$ cat src/rtl/ctrl_pkg.sv
// ctrl_pkg: shared widths, opcodes, register codes and state encoding for control_unit
package ctrl_pkg;
  localparam int OP_SIZE = 4;
  localparam int ARG_SIZE = 3;
  localparam int ARG_NUM = 2;
  localparam int IW = OP_SIZE + ARG_NUM * ARG_SIZE;
  localparam int ADDR_W = ARG_NUM * ARG_SIZE;
  localparam int NREG = 6;
  localparam logic [OP_SIZE-1:0] OP_LOAD = 4'b0000;
  localparam logic [OP_SIZE-1:0] OP_MOVE = 4'b0001;
  localparam logic [OP_SIZE-1:0] OP_ADD  = 4'b0010;
  localparam logic [OP_SIZE-1:0] OP_XOR  = 4'b0011;
  localparam logic [OP_SIZE-1:0] OP_BRN  = 4'b0100;
  localparam logic [OP_SIZE-1:0] OP_LDPC = 4'b0101;
  localparam logic [OP_SIZE-1:0] OP_BXLR = 4'b0110;
  localparam logic [OP_SIZE-1:0] OP_SVPC = 4'b0111;
  localparam logic [ARG_SIZE-1:0] RC_NA = 3'b000;
  localparam logic [ARG_SIZE-1:0] RC_R1 = 3'b001;
  localparam logic [ARG_SIZE-1:0] RC_R2 = 3'b010;
  localparam logic [ARG_SIZE-1:0] RC_R3 = 3'b011;
  localparam logic [ARG_SIZE-1:0] RC_R4 = 3'b100;
  localparam logic [ARG_SIZE-1:0] RC_R5 = 3'b101;
  localparam logic [ARG_SIZE-1:0] RC_R6 = 3'b110;
  localparam logic [ARG_SIZE-1:0] RC_PC = 3'b111;
  typedef enum logic [1:0] {T0, T1, T2, T3} state_t;
endpackage

$ cat src/rtl/reg_sel_decode.sv
// reg_sel_decode: register code to one-hot R1..R6 select; NA and PC select nothing
module reg_sel_decode
  import ctrl_pkg::*;
(
  input  logic [ARG_SIZE-1:0] code,
  output logic [NREG-1:0]     sel
);
  always_comb sel = (code == RC_NA || code == RC_PC) ? '0 : NREG'(1) << (code - RC_R1);
endmodule

$ cat src/rtl/control_unit.sv
// control_unit: latches instructions and sequences the datapath through T0..T3 with a link register
module control_unit
  import ctrl_pkg::*;
(
  input  logic              clk,
  input  logic              rst,
  input  logic              run,
  input  logic [IW-1:0]     instruction,
  input  logic [ADDR_W-1:0] in_pc,
  output logic              done,
  output logic              branch,
  output logic [ADDR_W-1:0] branchaddress,
  output logic              export_pc,
  output logic              din_out,
  output logic [NREG-1:0]   r_in,
  output logic [NREG-1:0]   r_out,
  output logic              a_in,
  output logic              g_in,
  output logic              g_out,
  output logic              alu_xor,
  output logic              illegal,
  output logic              busy
);
  state_t state;
  logic [IW-1:0] ir;
  logic [ADDR_W-1:0] link;
  logic [NREG-1:0] x_sel, y_sel;
  logic [OP_SIZE-1:0] op;
  logic [ADDR_W-1:0] imm;
  logic t1, t2, t3, arith, jump;
  assign op = ir[IW-1 -: OP_SIZE];
  assign imm = ir[ADDR_W-1:0];
  reg_sel_decode x_dec (.code(ir[2*ARG_SIZE-1 -: ARG_SIZE]), .sel(x_sel));
  reg_sel_decode y_dec (.code(ir[ARG_SIZE-1:0]), .sel(y_sel));
  always_ff @(posedge clk) begin
    if (rst) begin
      state <= T0;
      ir <= '0;
      link <= '0;
    end else begin
      case (state)
        T0: if (run) begin
          ir <= instruction;
          state <= T1;
        end
        T1: begin
          if (op == OP_LDPC) link <= imm;
          if (op == OP_SVPC) link <= in_pc + ADDR_W'(1);
          state <= arith ? T2 : T0;
        end
        T2: state <= T3;
        default: state <= T0;
      endcase
    end
  end
  // Outputs are pure decodes of state and the latched IR/link, never of the instruction input
  always_comb begin
    t1 = state == T1;
    t2 = state == T2;
    t3 = state == T3;
    arith = op == OP_ADD || op == OP_XOR;
    jump = op == OP_BRN || op == OP_BXLR;
    busy = state != T0;
    din_out = t1 && op == OP_LOAD;
    a_in = t1 && arith;
    g_in = t2;
    alu_xor = t2 && op == OP_XOR;
    g_out = t3;
    r_in = ((t1 && (op == OP_LOAD || op == OP_MOVE)) || t3) ? x_sel : '0;
    r_out = (t1 && op == OP_MOVE) || t2 ? y_sel : (t1 && arith) ? x_sel : '0;
    branch = t1 && jump;
    branchaddress = !branch ? '0 : op == OP_BRN ? imm : link;
    export_pc = t1 && op == OP_SVPC;
    illegal = t1 && op[OP_SIZE-1];
    done = (t1 && !arith && !jump) || t3;
  end
endmodule

$ cat config.mk
export PLATFORM = sky130hd
export DESIGN_NAME = control_unit
export DESIGN_NICKNAME = d
export VERILOG_FILES = /design/src/rtl/ctrl_pkg.sv /design/src/rtl/reg_sel_decode.sv /design/src/rtl/control_unit.sv
export SDC_FILE = /design/constraint.sdc
export NUM_CORES = 1
export LEC_CHECK = 0
export BUFFER_PORTS_ARGS = -buffer_cell sky130_fd_sc_hd__clkbuf_2
export CORE_ASPECT_RATIO = 1.1
export CORE_MARGIN = 2
export CORE_UTILIZATION = 40
export CTS_CLUSTER_SIZE = 12
export DETAILED_ROUTE_END_ITERATION = 8
export HOLD_SLACK_MARGIN = 0.05
export PLACE_DENSITY = 0.68
export SLEW_MARGIN = 20
export SYNTH_ARGS = -nofsm -noshare
export SYNTH_HDL_FRONTEND = slang
export SYNTH_SLANG_ARGS = --single-unit
$ cat constraint.sdc
create_clock -name clk -period 3.2 [get_ports clk]
set_input_delay 0.48 -clock clk [delete_from_list [all_inputs] [get_ports clk]]
set_output_delay 0.48 -clock clk [all_outputs]
set_load 0.005 [all_outputs]
==> reports/results.tsv, run 1 <==
stage	metric	value	unit
sta	# setup viols final	0	
detailed_routing	via count	1278	
global_route	largest net degree at the start of global routing	20	
detailed_routing	DR pass1 iterations	4	
pwr	Internal	0.334	mW
cts	htree depth	1	
place	port bufs	46	
setup_path	Worst Setup Path Type	reg2out	
floorplan	Top-Level Pins	47	
pwr	Clk pwr share	30.2	%
run_status	status	complete, no violations	
sta	Setup WS post-layout	0.703	ns
setup_path	Max stage delay on crit path	0.61	ns
place	post-DP HPWL	2.25	mm
setup_path	Critical-path top delay cell	nor3b_1	
floorplan	Die Area	3380	sq um
setup_path	CP endpoint	branchaddress[5]	
cells_and_area	share of layout cells above drive strength 1	28.9	%
synth	Top FF cell, synth	dfxtp_1	
setup_path	Stages on worst setup path	5	
cts	root buffer cell	clkbuf_4	
synth	Syn Std Cell Area	1170	sq um
global_route	initial antenna violation count	0	
synth	Syn Nets	182	
sta	RSZ-0062 raised after global routing	no	
cts	worst-skew pair later-pin latency	0.29	ns
setup_path	crit-path max FO	13	
cells_and_area	Area Growth Syn to Fin	20.7	%
detailed_routing	DR DRC count	0	
floorplan	Die H	60.8	um
sta	Clock Skew	0.00849	ns
sta	Tightest Pin Transition	0.724	ns
setup_path	worst path cell trace	and2b_2 > nor3b_1 > o22ai_1 > nor2_1 > clkbuf_2	
global_route	first-pass GRT wire length	4.85	mm
synth	EDFF count, synth	0	
detailed_routing	remaining antenna violation count	0	
pwr	switching power total	0.133	mW
synth	Synth Area per Inst	7.24	sq um
pwr	sequential power share	54.5	%
sta	slew margin rel.	51.7	%
cells_and_area	commonest cells after routing, fill and taps aside	clkbuf_2, nand2_1, a21oi_1, dfxtp_1, nor2_1	
cells_and_area	Finished Core Util	51.0	%
synth	post-synthesis sequential area ratio	30.7	%
cts	clock buffer depth	2	
cells_and_area	Fill cells	275	
sta	fmax	0.401	GHz
pwr	pwr dens	330	nW/um^2
setup_path	R2R Path End	link[2]$_SDFFE_PP0P_	
synth	Post-synth ARST share	0	%
sta	final worst path period share	78.0	%
sta	Final Max Tran Viols	0	
cts	CTS tree	built	
setup_path	CP arrival	2.02	ns
place	GP Congestion	0.874	
synth	Cells after Synth	162	
synth	number of distinct library cells after synthesis	39	
setup_path	worst setup path start	ir[6]$_SDFFE_PP0P_	
pwr	Peak VDD IR	0.000207	V
detailed_routing	WL final	3.02	mm
setup_path	worst reg2reg startpoint	ir[7]$_SDFFE_PP0P_	
cts	CTS Sinks	18	
cts	total CTS buffers	3	
floorplan	Starting Density	42.3	%
global_route	GRT Overall Usage	18.1	%
pwr	Gate power share	15.3	%
global_route	number of global-route vias before repair	1124	
floorplan	core outline area	2780	sq um
pwr	leakage power	0.588	nW
global_route	total gr overflow	0	
worst_hold_path	Hold Crit Class	in2reg	
place	dpl ws	1.01	ns
cts	cts repair resizes	0	
sta	crit path time final	2.50	ns
detailed_routing	initial DRC count	63	
detailed_routing	wire per inst	12.9	um
floorplan	Horiz. Die Dim	55.6	um
pwr	Sw Share	28.4	%
setup_path	cell family with most CP delay	simple AND/OR/NAND/NOR gates	
setup_path	flop-to-flop setup slack	1.65	ns
detailed_routing	vias per cell	5.46	
floorplan	# rows	20	
synth	Yosys reg bits	18	
cts	Worst-path clk slew	0.11	ns
job	maxcap violations	0	
setup_path	Worst Path Required	2.72	ns
setup_path	CP Buf/Inv Count	1	
sta	setup tns final	0	ns
cts	Post-CTS Setup Bufs	0	
setup_path	startpoint types	register	
setup_path	R2R cell count	4	
sta	final hold vios	0	
cells_and_area	commonest non-fill, non-tap cell in the layout	clkbuf_2	
setup_path	Setup crit end kind	output pin	
cells_and_area	Nets	222	
synth	Ys Warns	0	
cts	hold_buf cts	0	
cells_and_area	ant diodes	0	
## state kept, by name (all words and copies together), names as in the netlist
name	flops
ir	10
link	6
state	2
## worst register-to-register path: stages (launching register included)
cell and delay (ns):
dfxtp_1 0.71, and4b_1 0.44, nand2_1 0.09, o211ai_1 0.12, a21oi_1 0.09
## worst min-delay path by stage
stage | slack (ns) | startpoint | endpoint | cells past startpoint
detailed placement | 0.45 | link[2]$_SDFFE_PP0P_ | link[2]$_SDFFE_PP0P_ | 2
global placement | 0.44 | link[1]$_SDFFE_PP0P_ | link[1]$_SDFFE_PP0P_ | 2
floorplan | 0.43 | link[3]$_SDFFE_PP0P_ | link[3]$_SDFFE_PP0P_ | 2
CTS | 0.40 | instruction[3] | ir[3]$_SDFFE_PP0P_ | 3
finish | 0.40 | instruction[2] | ir[2]$_SDFFE_PP0P_ | 3
global route | 0.40 | instruction[9] | ir[9]$_SDFFE_PP0P_ | 3
## synth_stat cells (2+ instances only)
master    number  area, sq um
o22ai_1        8         50.1
o32ai_1        4         35.0
buf_2          4         20.0
nand3_1        2         10.0
and2_1         4         25.0
nand2_1       35          131
xnor2_1        2         17.5
dfxtp_1       18          360
inv_1          5         18.8
a21oi_1       20          100
buf_4          2         15.0
nor2_1        13         48.8
o211ai_1       2         15.0
o21ai_0        3         15.0
and2b_2        2         17.5
nor3_1         6         30.0
nor4b_1        2         17.5
nor3b_1        2         15.0
a211o_1        2         17.5
nand2b_1       5         31.3
clkbuf_1       3         11.3
## logic make-up after synthesis
kind of cell,share of synthesized area [%]
xor+xnor,2.24
flops,30.7
compound gates,23.3
buf+inv,7.14
simple gates,35.5
fa+ha+maj,1.07
## metrics by stage
stage / cell area (sq um) / hold WS [ns] / instances / power (mW)
after floorplan: 1170 / 0.433 / 162 / 0.305
after global placement: 1380 / 0.442 / 230 / 0.328
after detailed placement: 1380 / 0.451 / 230 / 0.330
after CTS: 1420 / 0.397 / 234 / 0.470
after global routing: 1420 / 0.399 / 234 / 0.493
final: 1420 / 0.401 / 234 / 0.467
## cell type report
cell class / instances / area, sq um / area share [%]
Multi-Input combinational cell: 128 / 729 / 51.5
Sequential cell: 18 / 360 / 25.4
Timing Repair Buffer: 46 / 230 / 16.3
Tap cell: 33 / 41.3 / 2.92
Clock buffer: 4 / 36.3 / 2.56
Inverter: 5 / 18.8 / 1.33
## metal layers
metal	share of wire, %	wire length [um]	up-vias	GRT usage, %
li1	-	-	652	-
met1	46	1380	581	22.9
met2	48	1460	43	31.6
met3	5.8	176	2	2.77
met4	0.23	7	0	6.62
met5	0	0	-	0
## power groups by stage
stage	logic (mW)	registers (mW)	clock network, mW
after floorplan	0.0598	0.245	0
after CTS	0.0717	0.254	0.145
after global routing	0.0813	0.257	0.155
final	0.0715	0.254	0.141
after detailed placement	0.0711	0.259	0
after global placement	0.0694	0.259	0
Power figures use the tool's default switching activity.
==> run 2: changes to the inputs <==
Settings changed: ABC_AREA from default to 1, PLACE_DENSITY 0.68 to 0.69.
Clock period 3.2 ns to 2.35 ns, I/O delays scaled along.
==> reports/results.tsv, run 2 <==
stage	metric	value	unit	change
run_status	status	complete, no violations		unchanged
sta	Tightest Pin Transition	0.625	ns	was 0.724 ns
cts	worst-skew pair later-pin latency	0.29	ns	about the same
detailed_routing	wire per inst	12.6	um	was 12.9 um
synth	Ys Warns	0		unchanged
synth	most numerous cell in the Yosys netlist	a21oi_1		was nand2_1
setup_path	Worst Setup Path Type	reg2out		unchanged
cts	hold_buf cts	0		unchanged
cts	total CTS buffers	3		unchanged
cells_and_area	largest register by flop count	ir		unchanged
detailed_routing	DR pass1 iterations	4		unchanged
sta	Clock Skew	0.00206	ns	was 0.00849 ns
cts	clock buffer depth	2		unchanged
synth	Synth area leader	dfxtp_1		unchanged
worst_hold_path	Hold Crit Class	in2reg		unchanged
sta	RSZ-0062 raised after global routing	no		unchanged
sta	final hold vios	0		unchanged
floorplan	core outline area	2570	sq um	was 2780 sq um
synth	Top FF cell, synth	dfxtp_1		unchanged
detailed_routing	DR DRC count	0		unchanged
cts	Post-CTS Setup Bufs	0		unchanged
cts	Worst-path clk slew	0.11	ns	about the same
setup_path	Max stage delay on crit path	0.48	ns	was 0.61 ns
floorplan	Starting Density	42.9	%	was 42.3%
synth	top post-synthesis cells by count	a21oi_1, o21ai_0, nand2_1		was nand2_1, a21oi_1, dfxtp_1
global_route	total gr overflow	0		unchanged
synth	Synth Area per Inst	6.48	sq um	was 7.24 sq um
sta	slew margin rel.	58.1	%	was 51.7%
setup_path	CP arrival	1.75	ns	was 2.02 ns
setup_path	Critical-path top delay cell	nor3_2		was nor3b_1
floorplan	Die H	59.1	um	was 60.8 um
pwr	pwr dens	483	nW/um^2	was 330 nW/um^2
setup_path	Setup crit end kind	output pin		unchanged
synth	number of distinct library cells after synthesis	26		was 39
sta	crit path time final	2.10	ns	
synth	Syn Std Cell Area	1100	sq um	was 1170 sq um
detailed_routing	via count	1303		was 1278
global_route	number of global-route vias before repair	1138		was 1124
cells_and_area	Nets	238		was 222
global_route	largest net degree at the start of global routing	20		unchanged
sta	fmax	0.477	GHz	
place	port bufs	46		unchanged
cts	root buffer cell	clkbuf_4		unchanged
pwr	Peak VDD IR	0.000380	V	was 0.000207 V
synth	Cells after Synth	170		was 162
detailed_routing	vias per cell	5.25		was 5.46
setup_path	worst path cell trace	inv_1 > nand2_1 > nor3_2 > o21ai_0 > a21oi_1 > clkbuf_2		was and2b_2 > nor3b_1 > o22ai_1 > nor2_1 > clkbuf_2
floorplan	Top-Level Pins	47		unchanged
cts	cts repair resizes	0		unchanged
cells_and_area	ant diodes	0		unchanged
pwr	leakage power	0.702	nW	was 0.588 nW
setup_path	Worst Path Required	2.00	ns	was 2.72 ns
sta	Final Max Tran Viols	0		unchanged
synth	EDFF count, synth	0		unchanged
cts	CTS tree	built		unchanged
sta	# setup viols final	0		unchanged
global_route	first-pass GRT wire length	4.95	mm	was 4.85 mm
cells_and_area	max reg flops	10		unchanged
place	post-DP HPWL	2.48	mm	was 2.25 mm
setup_path	startpoint types	register		unchanged
place	GP Congestion	0.834		was 0.874
floorplan	Horiz. Die Dim	54.1	um	was 55.6 um
job	maxcap violations	0		unchanged
sta	Min Hold Slack	0.275	ns	was 0.401 ns
global_route	GRT Overall Usage	21.0	%	was 18.1%
cts	CTS Sinks	18		unchanged
detailed_routing	remaining antenna violation count	0		unchanged
synth	Area contributors post-synth	dfxtp_1, a21oi_1, o21ai_0, nand2_1, inv_1		was dfxtp_1, nand2_1, a21oi_1, o22ai_1, nor2_1
cts	htree depth	1		unchanged
detailed_routing	initial DRC count	48		was 63
synth	top cell type's share of synthesized area	32.7	%	was 30.7%
synth	post-synthesis sequential area ratio	32.7	%	was 30.7%
sta	Setup WS post-layout	0.252	ns	was 0.703 ns
cells_and_area	commonest cells after routing, fill and taps aside	clkbuf_2, a21oi_1, o21ai_0, nand2_1, inv_1		was clkbuf_2, nand2_1, a21oi_1, dfxtp_1, nor2_1
cells_and_area	share of layout cells above drive strength 1	29.0	%	was 28.9%
detailed_routing	WL final	3.12	mm	was 3.02 mm
cells_and_area	commonest non-fill, non-tap cell in the layout	clkbuf_2		unchanged
setup_path	crit-path max FO	12		was 13
synth	Yosys reg bits	18		unchanged
sta	final worst path period share	89.3	%	
synth	Syn Nets	190		was 182
sta	setup tns final	0	ns	unchanged
place	dpl ws	0.568	ns	was 1.01 ns
floorplan	Die Area	3190	sq um	was 3380 sq um
floorplan	# rows	19		was 20
synth	Post-synth ARST share	0	%	unchanged
cells_and_area	top flop regs	ir x10, link x6, state x2		unchanged
cells_and_area	Area Growth Syn to Fin	26.4	%	was 20.7%
global_route	initial antenna violation count	0		unchanged
[run 2: kinds of logic (layout without fill, tap and decap cells)]
| family | Yosys count | in the layout | synth area share, % |
|---|---|---|---|
| and+or+nand+nor | 64 | 64 | 27.1 |
| AOI/OAI and AO/OA | 58 | 58 | 28.0 |
| buffers and inverters | 27 | 74 | 9.42 |
| DFF | 18 | 18 | 32.7 |
| xor gates and xnor gates | 2 | 2 | 1.59 |
| adders and majority gates | 1 | 1 | 1.13 |
[run 2: routing by layer]
metal	vias to the layer above	routed length, um	GRT usage (%)
met5	-	0	0
met4	0	23	8.21
met3	4	226	2.53
met2	54	1620	36.6
met1	579	1250	25.8
li1	666	-	-
[run 2: final timing paths]
| path | startpoint | to | slack (ns) | cells after the start |
|---|---|---|---|---|
| hold / removal | rst | state[1]$_SDFFE_PP0P_ | 0.27 | 2 |
| hold reg to reg | link[4]$_SDFFE_PP0P_ | link[4]$_SDFFE_PP0P_ | 0.48 | 2 |
| setup / recovery | ir[9]$_SDFFE_PP0P_ | branchaddress[3] | 0.25 | 6 |
| setup reg to reg | ir[8]$_SDFFE_PP0P_ | link[3]$_SDFFE_PP0P_ | 1.10 | 6 |
[run 2: critical path: cells and delay by family, from the launching register on]
family                 cells  cell delay (ns)
and+or+nand+nor            2             0.56
DFF                        1             0.34
AOI/OAI and AO/OA          2             0.32
buffers and inverters      2             0.22
[run 2: power breakdown]
group | leakage [nW] | internal [mW] | switching, mW
Clock | 0.0210 | 0.0944 | 0.100
Sequential | 0.148 | 0.323 | 0.0198
Combinational | 0.533 | 0.0471 | 0.0882
Total | 0.702 | 0.464 | 0.208
[run 2: per-stage QoR]
stage	area [sq um]	power, mW	std cells	utilization (%)
2_1_floorplan	1100	0.435	170	-
3_3_place_gp	1360	0.481	244	52.9
3_5_place_dp	1360	0.484	244	52.9
4_1_cts	1390	0.679	248	54.3
5_1_grt	1390	0.714	248	54.3
6_report	1390	0.673	248	54.3
[run 2: layout make-up]
class	instances	area, sq um
inverters	24	90.1
multi-input cells	125	638
fillers	252	1170
well taps	31	38.8
repair buffers	46	230
clock buffers	4	36.3
flip-flops and latches	18	360
